--- config.mk ---
export PLATFORM = sky130hd
export DESIGN_NAME = trap_sequencer_flat
export DESIGN_NICKNAME = d
export VERILOG_FILES = /design/src/rtl/trap_sequencer_pkg.sv /design/src/rtl/trap_sequencer_if.sv /design/src/rtl/trap_arbiter.sv /design/src/rtl/trap_sequencer.sv /design/src/flat_wrapper.sv
export SDC_FILE = /design/constraint.sdc
export NUM_CORES = 1
export LEC_CHECK = 0
export ABC_CLOCK_PERIOD_IN_PS = 4600
export CORE_MARGIN = 5
export CORE_UTILIZATION = 41
export CTS_CLUSTER_DIAMETER = 40
export DETAILED_ROUTE_END_ITERATION = 16
export GPL_TIMING_DRIVEN = 1
export PLACE_DENSITY = 0.86
export SYNTH_ARGS = -nofsm -noshare
export SYNTH_HDL_FRONTEND = slang
export SYNTH_HIERARCHICAL = 1
export SYNTH_SLANG_ARGS = --single-unit
--- constraint.sdc ---
create_clock -name clk -period 4.6 [get_ports clk]
set_input_delay 1.15 -clock clk [delete_from_list [all_inputs] [get_ports clk]]
set_output_delay 1.15 -clock clk [all_outputs]
set_load 0.01 [all_outputs]
--- src/rtl/trap_sequencer_pkg.sv ---
// Shared definitions for the machine-mode trap sequencer: exception codes, CSR
// addresses, mcause values, mstatus bit positions and FSM states (TRAP_MTVAL_EN adds W_MTVAL).
package trap_sequencer_pkg;

  localparam int EXC_STATUS_WIDTH = 3;

  typedef enum logic [EXC_STATUS_WIDTH-1:0] {
    EXC_IDLE    = 3'd0,
    EXC_ECALL   = 3'd1,
    EXC_EBREAK  = 3'd2,
    EXC_ILLEGAL = 3'd3,
    EXC_MRET    = 3'd4
  } exc_status_e;

  localparam logic [11:0] CSR_MSTATUS = 12'h300;
  localparam logic [11:0] CSR_MEPC    = 12'h341;
  localparam logic [11:0] CSR_MCAUSE  = 12'h342;
  localparam logic [11:0] CSR_MTVAL   = 12'h343;

  localparam logic [31:0] MCAUSE_EXT     = 32'h8000_000B;
  localparam logic [31:0] MCAUSE_TIMER   = 32'h8000_0007;
  localparam logic [31:0] MCAUSE_ILLEGAL = 32'd2;
  localparam logic [31:0] MCAUSE_EBREAK  = 32'd3;
  localparam logic [31:0] MCAUSE_ECALL   = 32'd11;

  localparam int MSTATUS_MIE    = 3;
  localparam int MSTATUS_MPIE   = 7;
  localparam int MSTATUS_MPP_LO = 11;
  localparam int MSTATUS_MPP_HI = 12;
  localparam int MIE_MTIE       = 7;
  localparam int MIE_MEIE       = 11;

  typedef enum logic [2:0] {
    ST_IDLE          = 3'd0,
    ST_DRAIN         = 3'd1,
    ST_W_MEPC        = 3'd2,
    ST_W_MCAUSE      = 3'd3,
    ST_W_MSTATUS     = 3'd4,
    ST_W_MSTATUS_RET = 3'd5,
    ST_JUMP          = 3'd6
`ifdef TRAP_MTVAL_EN
    , ST_W_MTVAL     = 3'd7
`endif
  } state_e;

  // Trap entry: stash MIE into MPIE, disable interrupts, record machine mode.
  function automatic logic [31:0] mstatus_on_trap(input logic [31:0] m);
    logic [31:0] r;
    r = m;
    r[MSTATUS_MPIE] = m[MSTATUS_MIE];
    r[MSTATUS_MIE] = 1'b0;
    r[MSTATUS_MPP_HI:MSTATUS_MPP_LO] = 2'b11;
    return r;
  endfunction

  function automatic logic [31:0] mstatus_on_mret(input logic [31:0] m);
    logic [31:0] r;
    r = m;
    r[MSTATUS_MIE] = m[MSTATUS_MPIE];
    r[MSTATUS_MPIE] = 1'b1;
    return r;
  endfunction

endpackage

--- src/rtl/trap_sequencer_if.sv ---
// Bundle of ID-stage, interrupt, CSR and redirect signals around the trap sequencer.
interface trap_sequencer_if;
  import trap_sequencer_pkg::*;

  logic [EXC_STATUS_WIDTH-1:0] exc_status_i;
  logic [31:0] inst_addr_i;
  logic        id_valid_i;
  logic        br_taken_i;
  logic        irq_timer_i;
  logic        irq_ext_i;
  logic [31:0] csr_mstatus_i;
  logic [31:0] csr_mie_i;
  logic [31:0] csr_mtvec_i;
  logic [31:0] csr_mepc_i;
  logic        csr_we_o;
  logic [11:0] csr_waddr_o;
  logic [31:0] csr_wdata_o;
  logic        hold_flag_o;
  logic        redirect_valid_o;
  logic [31:0] redirect_pc_o;
  logic        busy_o;

  modport slave (
    input  exc_status_i, inst_addr_i, id_valid_i, br_taken_i,
    input  irq_timer_i, irq_ext_i,
    input  csr_mstatus_i, csr_mie_i, csr_mtvec_i, csr_mepc_i,
    output csr_we_o, csr_waddr_o, csr_wdata_o,
    output hold_flag_o, redirect_valid_o, redirect_pc_o, busy_o
  );

  modport master (
    output exc_status_i, inst_addr_i, id_valid_i, br_taken_i,
    output irq_timer_i, irq_ext_i,
    output csr_mstatus_i, csr_mie_i, csr_mtvec_i, csr_mepc_i,
    input  csr_we_o, csr_waddr_o, csr_wdata_o,
    input  hold_flag_o, redirect_valid_o, redirect_pc_o, busy_o
  );

endinterface

--- src/rtl/trap_arbiter.sv ---
// Combinational trap arbitration: external irq > timer irq > exception > MRET,
// all gated by a valid, non-cancelled instruction in ID.
module trap_arbiter
  import trap_sequencer_pkg::*;
(
  input  logic [EXC_STATUS_WIDTH-1:0] exc_status,
  input  logic                        id_valid,
  input  logic                        br_taken,
  input  logic                        irq_timer,
  input  logic                        irq_ext,
  input  logic                        mstatus_mie,
  input  logic                        mie_mtie,
  input  logic                        mie_meie,
  output logic                        trap_req,
  output logic [31:0]                 cause,
  output logic                        is_int,
  output logic                        is_mret
);

  logic gate;
  logic int_ext;
  logic int_tmr;

  assign gate    = id_valid & ~br_taken;
  assign int_ext = irq_ext & mstatus_mie & mie_meie;
  assign int_tmr = irq_timer & mstatus_mie & mie_mtie;

  always_comb begin
    trap_req = 1'b0;
    cause    = '0;
    is_int   = 1'b0;
    is_mret  = 1'b0;
    if (gate) begin
      if (int_ext) begin
        trap_req = 1'b1;
        cause    = MCAUSE_EXT;
        is_int   = 1'b1;
      end else if (int_tmr) begin
        trap_req = 1'b1;
        cause    = MCAUSE_TIMER;
        is_int   = 1'b1;
      end else begin
        case (exc_status_e'(exc_status))
          EXC_ILLEGAL: begin
            trap_req = 1'b1;
            cause    = MCAUSE_ILLEGAL;
          end
          EXC_ECALL: begin
            trap_req = 1'b1;
            cause    = MCAUSE_ECALL;
          end
          EXC_EBREAK: begin
            trap_req = 1'b1;
            cause    = MCAUSE_EBREAK;
          end
          EXC_MRET: begin
            trap_req = 1'b1;
            is_mret  = 1'b1;
          end
          default: ;
        endcase
      end
    end
  end

endmodule

--- src/rtl/trap_sequencer.sv ---
// Machine-mode trap sequencer: drains the pipeline, writes trap CSRs one per cycle,
// then issues a single PC redirect. Define TRAP_MTVAL_EN to also write mtval.
module trap_sequencer
  import trap_sequencer_pkg::*;
#(
  parameter int DRAIN_CYCLES = 3,
  parameter int CNT_W        = 2
) (
  input  logic             clk,
  input  logic             rst_n,
  trap_sequencer_if.slave  bus
);

  localparam logic [CNT_W-1:0] DRAIN_LAST =
    (DRAIN_CYCLES == 0) ? '0 : CNT_W'(DRAIN_CYCLES - 1);

  state_e           state_reg, state_next;
  logic [CNT_W-1:0] cnt_reg;
  logic [31:0]      pc_reg;
  logic [31:0]      cause_reg;
  logic             is_int_reg;
  logic             is_mret_reg;

  logic        arb_req;
  logic [31:0] arb_cause;
  logic        arb_is_int;
  logic        arb_is_mret;
  logic        trap_req;
  logic        busy;

  logic        csr_we;
  logic [11:0] csr_waddr;
  logic [31:0] csr_wdata;
  logic        redirect_valid;
  logic [31:0] redirect_pc;
  logic [31:0] trap_base;
  logic [31:0] trap_target;

  trap_arbiter u_arbiter (
    .exc_status  (bus.exc_status_i),
    .id_valid    (bus.id_valid_i),
    .br_taken    (bus.br_taken_i),
    .irq_timer   (bus.irq_timer_i),
    .irq_ext     (bus.irq_ext_i),
    .mstatus_mie (bus.csr_mstatus_i[MSTATUS_MIE]),
    .mie_mtie    (bus.csr_mie_i[MIE_MTIE]),
    .mie_meie    (bus.csr_mie_i[MIE_MEIE]),
    .trap_req    (arb_req),
    .cause       (arb_cause),
    .is_int      (arb_is_int),
    .is_mret     (arb_is_mret)
  );

  logic unused_mie_bits;
  assign unused_mie_bits = ^{bus.csr_mie_i[31:12], bus.csr_mie_i[10:8], bus.csr_mie_i[6:0]};

  // Arbitration is only honoured in IDLE; mid-sequence input changes are ignored.
  assign busy     = (state_reg != ST_IDLE);
  assign trap_req = arb_req & ~busy;

  assign trap_base   = {bus.csr_mtvec_i[31:2], 2'b00};
  assign trap_target = ((bus.csr_mtvec_i[1:0] == 2'b01) && is_int_reg)
                       ? trap_base + {26'd0, cause_reg[3:0], 2'b00}
                       : trap_base;

`ifdef TRAP_MTVAL_EN
  logic [31:0] mtval_data;
  assign mtval_data = (!is_int_reg && ((cause_reg == MCAUSE_ILLEGAL) ||
                                       (cause_reg == MCAUSE_EBREAK))) ? pc_reg : 32'd0;
`endif

  always_ff @(posedge clk or negedge rst_n) begin
    if (!rst_n) begin
      state_reg   <= ST_IDLE;
      cnt_reg     <= '0;
      pc_reg      <= '0;
      cause_reg   <= '0;
      is_int_reg  <= 1'b0;
      is_mret_reg <= 1'b0;
    end else begin
      state_reg <= state_next;
      if (trap_req) begin
        cnt_reg     <= '0;
        pc_reg      <= bus.inst_addr_i;
        cause_reg   <= arb_cause;
        is_int_reg  <= arb_is_int;
        is_mret_reg <= arb_is_mret;
      end else if (state_reg == ST_DRAIN) begin
        cnt_reg <= cnt_reg + 1'b1;
      end
    end
  end

  always_comb begin
    state_next     = state_reg;
    csr_we         = 1'b0;
    csr_waddr      = '0;
    csr_wdata      = '0;
    redirect_valid = 1'b0;
    redirect_pc    = '0;
    case (state_reg)
      ST_IDLE: begin
        if (trap_req) state_next = ST_DRAIN;
      end
      ST_DRAIN: begin
        if (cnt_reg == DRAIN_LAST) state_next = is_mret_reg ? ST_W_MSTATUS_RET : ST_W_MEPC;
      end
      ST_W_MEPC: begin
        csr_we     = 1'b1;
        csr_waddr  = CSR_MEPC;
        csr_wdata  = pc_reg;
        state_next = ST_W_MCAUSE;
      end
      ST_W_MCAUSE: begin
        csr_we    = 1'b1;
        csr_waddr = CSR_MCAUSE;
        csr_wdata = cause_reg;
`ifdef TRAP_MTVAL_EN
        state_next = ST_W_MTVAL;
`else
        state_next = ST_W_MSTATUS;
`endif
      end
`ifdef TRAP_MTVAL_EN
      ST_W_MTVAL: begin
        csr_we     = 1'b1;
        csr_waddr  = CSR_MTVAL;
        csr_wdata  = mtval_data;
        state_next = ST_W_MSTATUS;
      end
`endif
      ST_W_MSTATUS: begin
        csr_we     = 1'b1;
        csr_waddr  = CSR_MSTATUS;
        csr_wdata  = mstatus_on_trap(bus.csr_mstatus_i);
        state_next = ST_JUMP;
      end
      ST_W_MSTATUS_RET: begin
        csr_we     = 1'b1;
        csr_waddr  = CSR_MSTATUS;
        csr_wdata  = mstatus_on_mret(bus.csr_mstatus_i);
        state_next = ST_JUMP;
      end
      ST_JUMP: begin
        redirect_valid = 1'b1;
        redirect_pc    = is_mret_reg ? bus.csr_mepc_i : trap_target;
        state_next     = ST_IDLE;
      end
      default: state_next = ST_IDLE;
    endcase
  end

  assign bus.csr_we_o         = csr_we;
  assign bus.csr_waddr_o      = csr_waddr;
  assign bus.csr_wdata_o      = csr_wdata;
  assign bus.redirect_valid_o = redirect_valid;
  assign bus.redirect_pc_o    = redirect_pc;
  assign bus.busy_o           = busy;
  assign bus.hold_flag_o      = trap_req | busy;

endmodule

--- src/flat_wrapper.sv ---
// flat-port wrapper written by rule: the top's interface ports become plain ports
module trap_sequencer_flat import trap_sequencer_pkg::*;
#(
  parameter int DRAIN_CYCLES = 3,
  parameter int CNT_W        = 2
)
  (clk, rst_n, bus_exc_status_i, bus_inst_addr_i, bus_id_valid_i, bus_br_taken_i, bus_irq_timer_i, bus_irq_ext_i, bus_csr_mstatus_i, bus_csr_mie_i, bus_csr_mtvec_i, bus_csr_mepc_i, bus_csr_we_o, bus_csr_waddr_o, bus_csr_wdata_o, bus_hold_flag_o, bus_redirect_valid_o, bus_redirect_pc_o, bus_busy_o);
  trap_sequencer_if bus_i ();
  input  logic clk;
  input  logic rst_n;
  input wire logic [$bits(bus_i.exc_status_i)-1:0] bus_exc_status_i;
  input wire logic [$bits(bus_i.inst_addr_i)-1:0] bus_inst_addr_i;
  input wire logic [$bits(bus_i.id_valid_i)-1:0] bus_id_valid_i;
  input wire logic [$bits(bus_i.br_taken_i)-1:0] bus_br_taken_i;
  input wire logic [$bits(bus_i.irq_timer_i)-1:0] bus_irq_timer_i;
  input wire logic [$bits(bus_i.irq_ext_i)-1:0] bus_irq_ext_i;
  input wire logic [$bits(bus_i.csr_mstatus_i)-1:0] bus_csr_mstatus_i;
  input wire logic [$bits(bus_i.csr_mie_i)-1:0] bus_csr_mie_i;
  input wire logic [$bits(bus_i.csr_mtvec_i)-1:0] bus_csr_mtvec_i;
  input wire logic [$bits(bus_i.csr_mepc_i)-1:0] bus_csr_mepc_i;
  output wire logic [$bits(bus_i.csr_we_o)-1:0] bus_csr_we_o;
  output wire logic [$bits(bus_i.csr_waddr_o)-1:0] bus_csr_waddr_o;
  output wire logic [$bits(bus_i.csr_wdata_o)-1:0] bus_csr_wdata_o;
  output wire logic [$bits(bus_i.hold_flag_o)-1:0] bus_hold_flag_o;
  output wire logic [$bits(bus_i.redirect_valid_o)-1:0] bus_redirect_valid_o;
  output wire logic [$bits(bus_i.redirect_pc_o)-1:0] bus_redirect_pc_o;
  output wire logic [$bits(bus_i.busy_o)-1:0] bus_busy_o;
  assign bus_i.exc_status_i = bus_exc_status_i;
  assign bus_i.inst_addr_i = bus_inst_addr_i;
  assign bus_i.id_valid_i = bus_id_valid_i;
  assign bus_i.br_taken_i = bus_br_taken_i;
  assign bus_i.irq_timer_i = bus_irq_timer_i;
  assign bus_i.irq_ext_i = bus_irq_ext_i;
  assign bus_i.csr_mstatus_i = bus_csr_mstatus_i;
  assign bus_i.csr_mie_i = bus_csr_mie_i;
  assign bus_i.csr_mtvec_i = bus_csr_mtvec_i;
  assign bus_i.csr_mepc_i = bus_csr_mepc_i;
  assign bus_csr_we_o = bus_i.csr_we_o;
  assign bus_csr_waddr_o = bus_i.csr_waddr_o;
  assign bus_csr_wdata_o = bus_i.csr_wdata_o;
  assign bus_hold_flag_o = bus_i.hold_flag_o;
  assign bus_redirect_valid_o = bus_i.redirect_valid_o;
  assign bus_redirect_pc_o = bus_i.redirect_pc_o;
  assign bus_busy_o = bus_i.busy_o;
  trap_sequencer #(.DRAIN_CYCLES(DRAIN_CYCLES), .CNT_W(CNT_W)) u_core (.clk(clk), .rst_n(rst_n), .bus(bus_i));
endmodule
==> metrics.cfg <==
[outcome]
status = finished clean

[place]
portBuffers = 211
preCtsSetupSlack_ns = -0.6246
place_hpwl_mm = 12.79
place_area_sq_um = 7287
place.gp.congestion = 0.8437

[logic_synthesis]
yosysWarnings = 6
synth-seq-cells = 71
synth_sequential_area_ratio = 0.3611
async_flop_share = 1.000
avgSynthCellArea_sq_um = 9.318
syn_area_sq_um = 4920
synth-edff-count = 0
synth_flop_cell = dfrtp_1
synthCells = 528
synth_cell_type_count = 50

[floorplanning]
die_area_sq_um = 14290
pin_count = 249
fp-row-count = 40
die_h_um = 119.5
design.core.area_sq_um = 11910
die_x_um = 119.5
start_util = 0.4130

[global_routing]
grt_max_degree = 69
grtUsageTotal = 0.2357
grt_first_pass_wirelength_mm = 26.79
antenna_found_initial = 0
grt_pass1_vias = 5153
grt_overflow = 0

[sta]
relSlewSlack = 0.2509
hold_viol_final = 0
period_share = 0.9765
slew_violations = 0
layout_setup_ws_ns = 0.1081
rsz0062_at_grt = false
finalSetupViolCount = 0
fmaxAchievable_mhz = 222.6
tightest_slew_ns = 1.124
skew_ns = 0.003318
min_period_ns = 4.492

[worst_setup_path]
crit_path_start_kind = input port
end_kind = output port
worstPathArrival_ns = 3.34
crit_required_ns = 3.45
crit_path_top_delay_cell = clkdlybuf4s50_1
reg2reg_slack_ns = 2.69
cp-endpoint = bus_redirect_pc_o[26]
slowest_delay_ns = 0.48
r2r_cells = 3
crit_type = in -> out
crit_fanout = 4
r2r_start = u_core/state_reg[2]
cp-startpoint = bus_csr_mtvec_i[3]
timing.rr.end = u_core/state_reg[1]
path_cells = clkdlybuf4s50_1 > inv_1 > fa_2 > nand2b_4 > a21o_4 > nor4b_2 > xor2_1 > a22o_1 > clkdlybuf4s15_1

[clock_network]
clk_path_buf_depth = 2
ctsHoldBuffers = 0
clock_latency_ns = 0.33
htree_levels = 3
tritoncts = done
cts_root_buf = clkbuf_16
cts.reportedPaths.clkPinSlew_ns = 0.05
post_cts_buffers = 0
cts_buffers = 9
cts_sinks = 71

[final_layout]
fin_area_sq_um = 7716
area_delta_synth_final_pct = 56.84
n_antenna_cell = 0
nets = 936
drive_above_1_share = 0.2219
layout_common_cells = 181 x clkdlybuf4s50_1, 70 x dfrtp_1, 64 x o21ai_0, 64 x mux2_2, 47 x nand2_1
final_common_cell = clkdlybuf4s50_1
fillers = 944

[power_and_ir_drop]
power_density_nw_per_um2 = 479.9
p_seq_frac = 0.305
comb_power_share = 0.500
p_sw_w = 0.001333
swShare = 0.3601
ir_worst_vdd_mv = 0.3537
intPower_w = 0.002369
p_clk_frac = 0.194
p_leak_nw = 3.249

[min_path]
hp-class = reg -> reg

[detailed_routing]
post_drt_wl_per_cell_um = 18.70
drt-total-wl_mm = 17.07
ant_nets = 0
vias_per_cell = 5.292
drc = 0
drtIter0Drc = 197
drt_first_pass_iters = 5
vias = 4832

[flow_run]
maxCapViolations = 0

[worst min path at each step]
stage | to | startpoint | depth (start not counted)
finish | u_core/cause_reg[28] | u_core/cause_reg[28] | 1
detailed placement | u_core/pc_reg[17] | u_core/pc_reg[17] | 1
global placement | u_core/cnt_reg[1] | u_core/cnt_reg[1] | 2
CTS | u_core/pc_reg[26] | u_core/pc_reg[26] | 1
global route | u_core/pc_reg[26] | u_core/pc_reg[26] | 1
floorplan | u_core/cnt_reg[1] | u_core/cnt_reg[1] | 2
[logic make-up after synthesis]
group / count (synthesis) / synth area share
flip-flops: 71 / 0.3611
adder cells (fa/ha/maj): 6 / 0.01679
AND/OR/NAND/NOR: 131 / 0.1389
buffers and inverters: 77 / 0.08876
AO/OA/AOI/OAI: 115 / 0.1274
XOR/XNOR: 28 / 0.04985
multiplexers: 98 / 0.2157
other: 2 / 0.001527
[what timing repair did]
item | 4_1_cts | 5_1_grt
endpoints found under the setup margin | 28 | 17
gates resized for setup | 67 | 24
pin swaps | 4 | 4
cloned | 2 | 0
[synth_stat cells, types with 2 or more instances]
master    instances  share of area
mux2_2           64           0.15
nor2_1           21          0.016
a21oi_1          32          0.033
buf_2             7         0.0071
o21ai_0          66          0.067
nor4_1            7         0.0089
nor3b_1           3         0.0046
xnor2_1          20          0.036
clkbuf_1         24          0.018
nand2b_1          4         0.0051
inv_1             8         0.0061
a211oi_1          2         0.0031
a22o_1            4         0.0071
nand3_1          11          0.011
nand4_1           3         0.0038
and3_1            6         0.0076
dfrtp_1          71           0.36
mux2i_1          34          0.069
nand2_1          47          0.036
nor3_1            6         0.0061
or3_1             2         0.0025
nor2b_1           2         0.0025
and4_1            4         0.0071
buf_4            37          0.056
ha_1              5          0.013
conb_1            2         0.0015
a21o_1            2         0.0031
xor2_1            8          0.014
nor4b_1           5         0.0089
[routing by layer]
metal  vias to the layer above  share of wire  track usage
met3                        32          0.090      0.05985
li1                       2271              -            -
met4                         0          0.025      0.08948
met1                      2301           0.38       0.2633
met5                         -              0            0
met2                       228           0.51       0.4297
[area by class of cell]
| type | instances | area [sq um] | area share |
|---|---|---|---|
| flip-flops and latches | 71 | 1778 | 0.2304 |
| clock inverters | 3 | 40.04 | 0.005189 |
| multi-input cells | 413 | 3009 | 0.3900 |
| well taps | 147 | 183.9 | 0.02384 |
| inverters | 8 | 30.03 | 0.003892 |
| repair buffers | 258 | 2405 | 0.3117 |
| clock buffers | 13 | 270.3 | 0.03503 |
[power groups by stage]
| stage | clock (W) | combinational [W] | sequential, W |
|---|---|---|---|
| 3_3_place_gp | 0 | 0.00176 | 0.00110 |
| 2_1_floorplan | 0 | 0.00106 | 0.00104 |
| 6_report | 0.000719 | 0.00185 | 0.00113 |
| 4_1_cts | 0.000728 | 0.00186 | 0.00113 |
| 5_1_grt | 0.000758 | 0.00201 | 0.00116 |
| 3_5_place_dp | 0 | 0.00183 | 0.00113 |
[worst max-delay path: cells and delay by family]
family / cells / cell delay (ns)
buf+inv: 3 / 0.81
simple gates: 2 / 0.42
compound gates: 2 / 0.40
fa+ha+maj: 1 / 0.39
xor+xnor: 1 / 0.18
[stage by stage]
| stage | total power [W] | hold slack [ns] | util | setup TNS [ns] | std cells |
|---|---|---|---|---|---|
| floorplan | 0.002100 | 0.4538 | - | 0 | 560 |
| global placement | 0.002869 | 0.4695 | 0.6118 | -9.496 | 895 |
| detailed placement | 0.002963 | 0.4948 | 0.6118 | -10.28 | 895 |
| CTS | 0.003723 | 0.5068 | 0.6466 | -0.005709 | 913 |
| global route | 0.003930 | 0.5115 | 0.6478 | 0 | 913 |
| finish | 0.003703 | 0.5033 | 0.6478 | 0 | 913 |
Power figures use the tool's default switching activity.
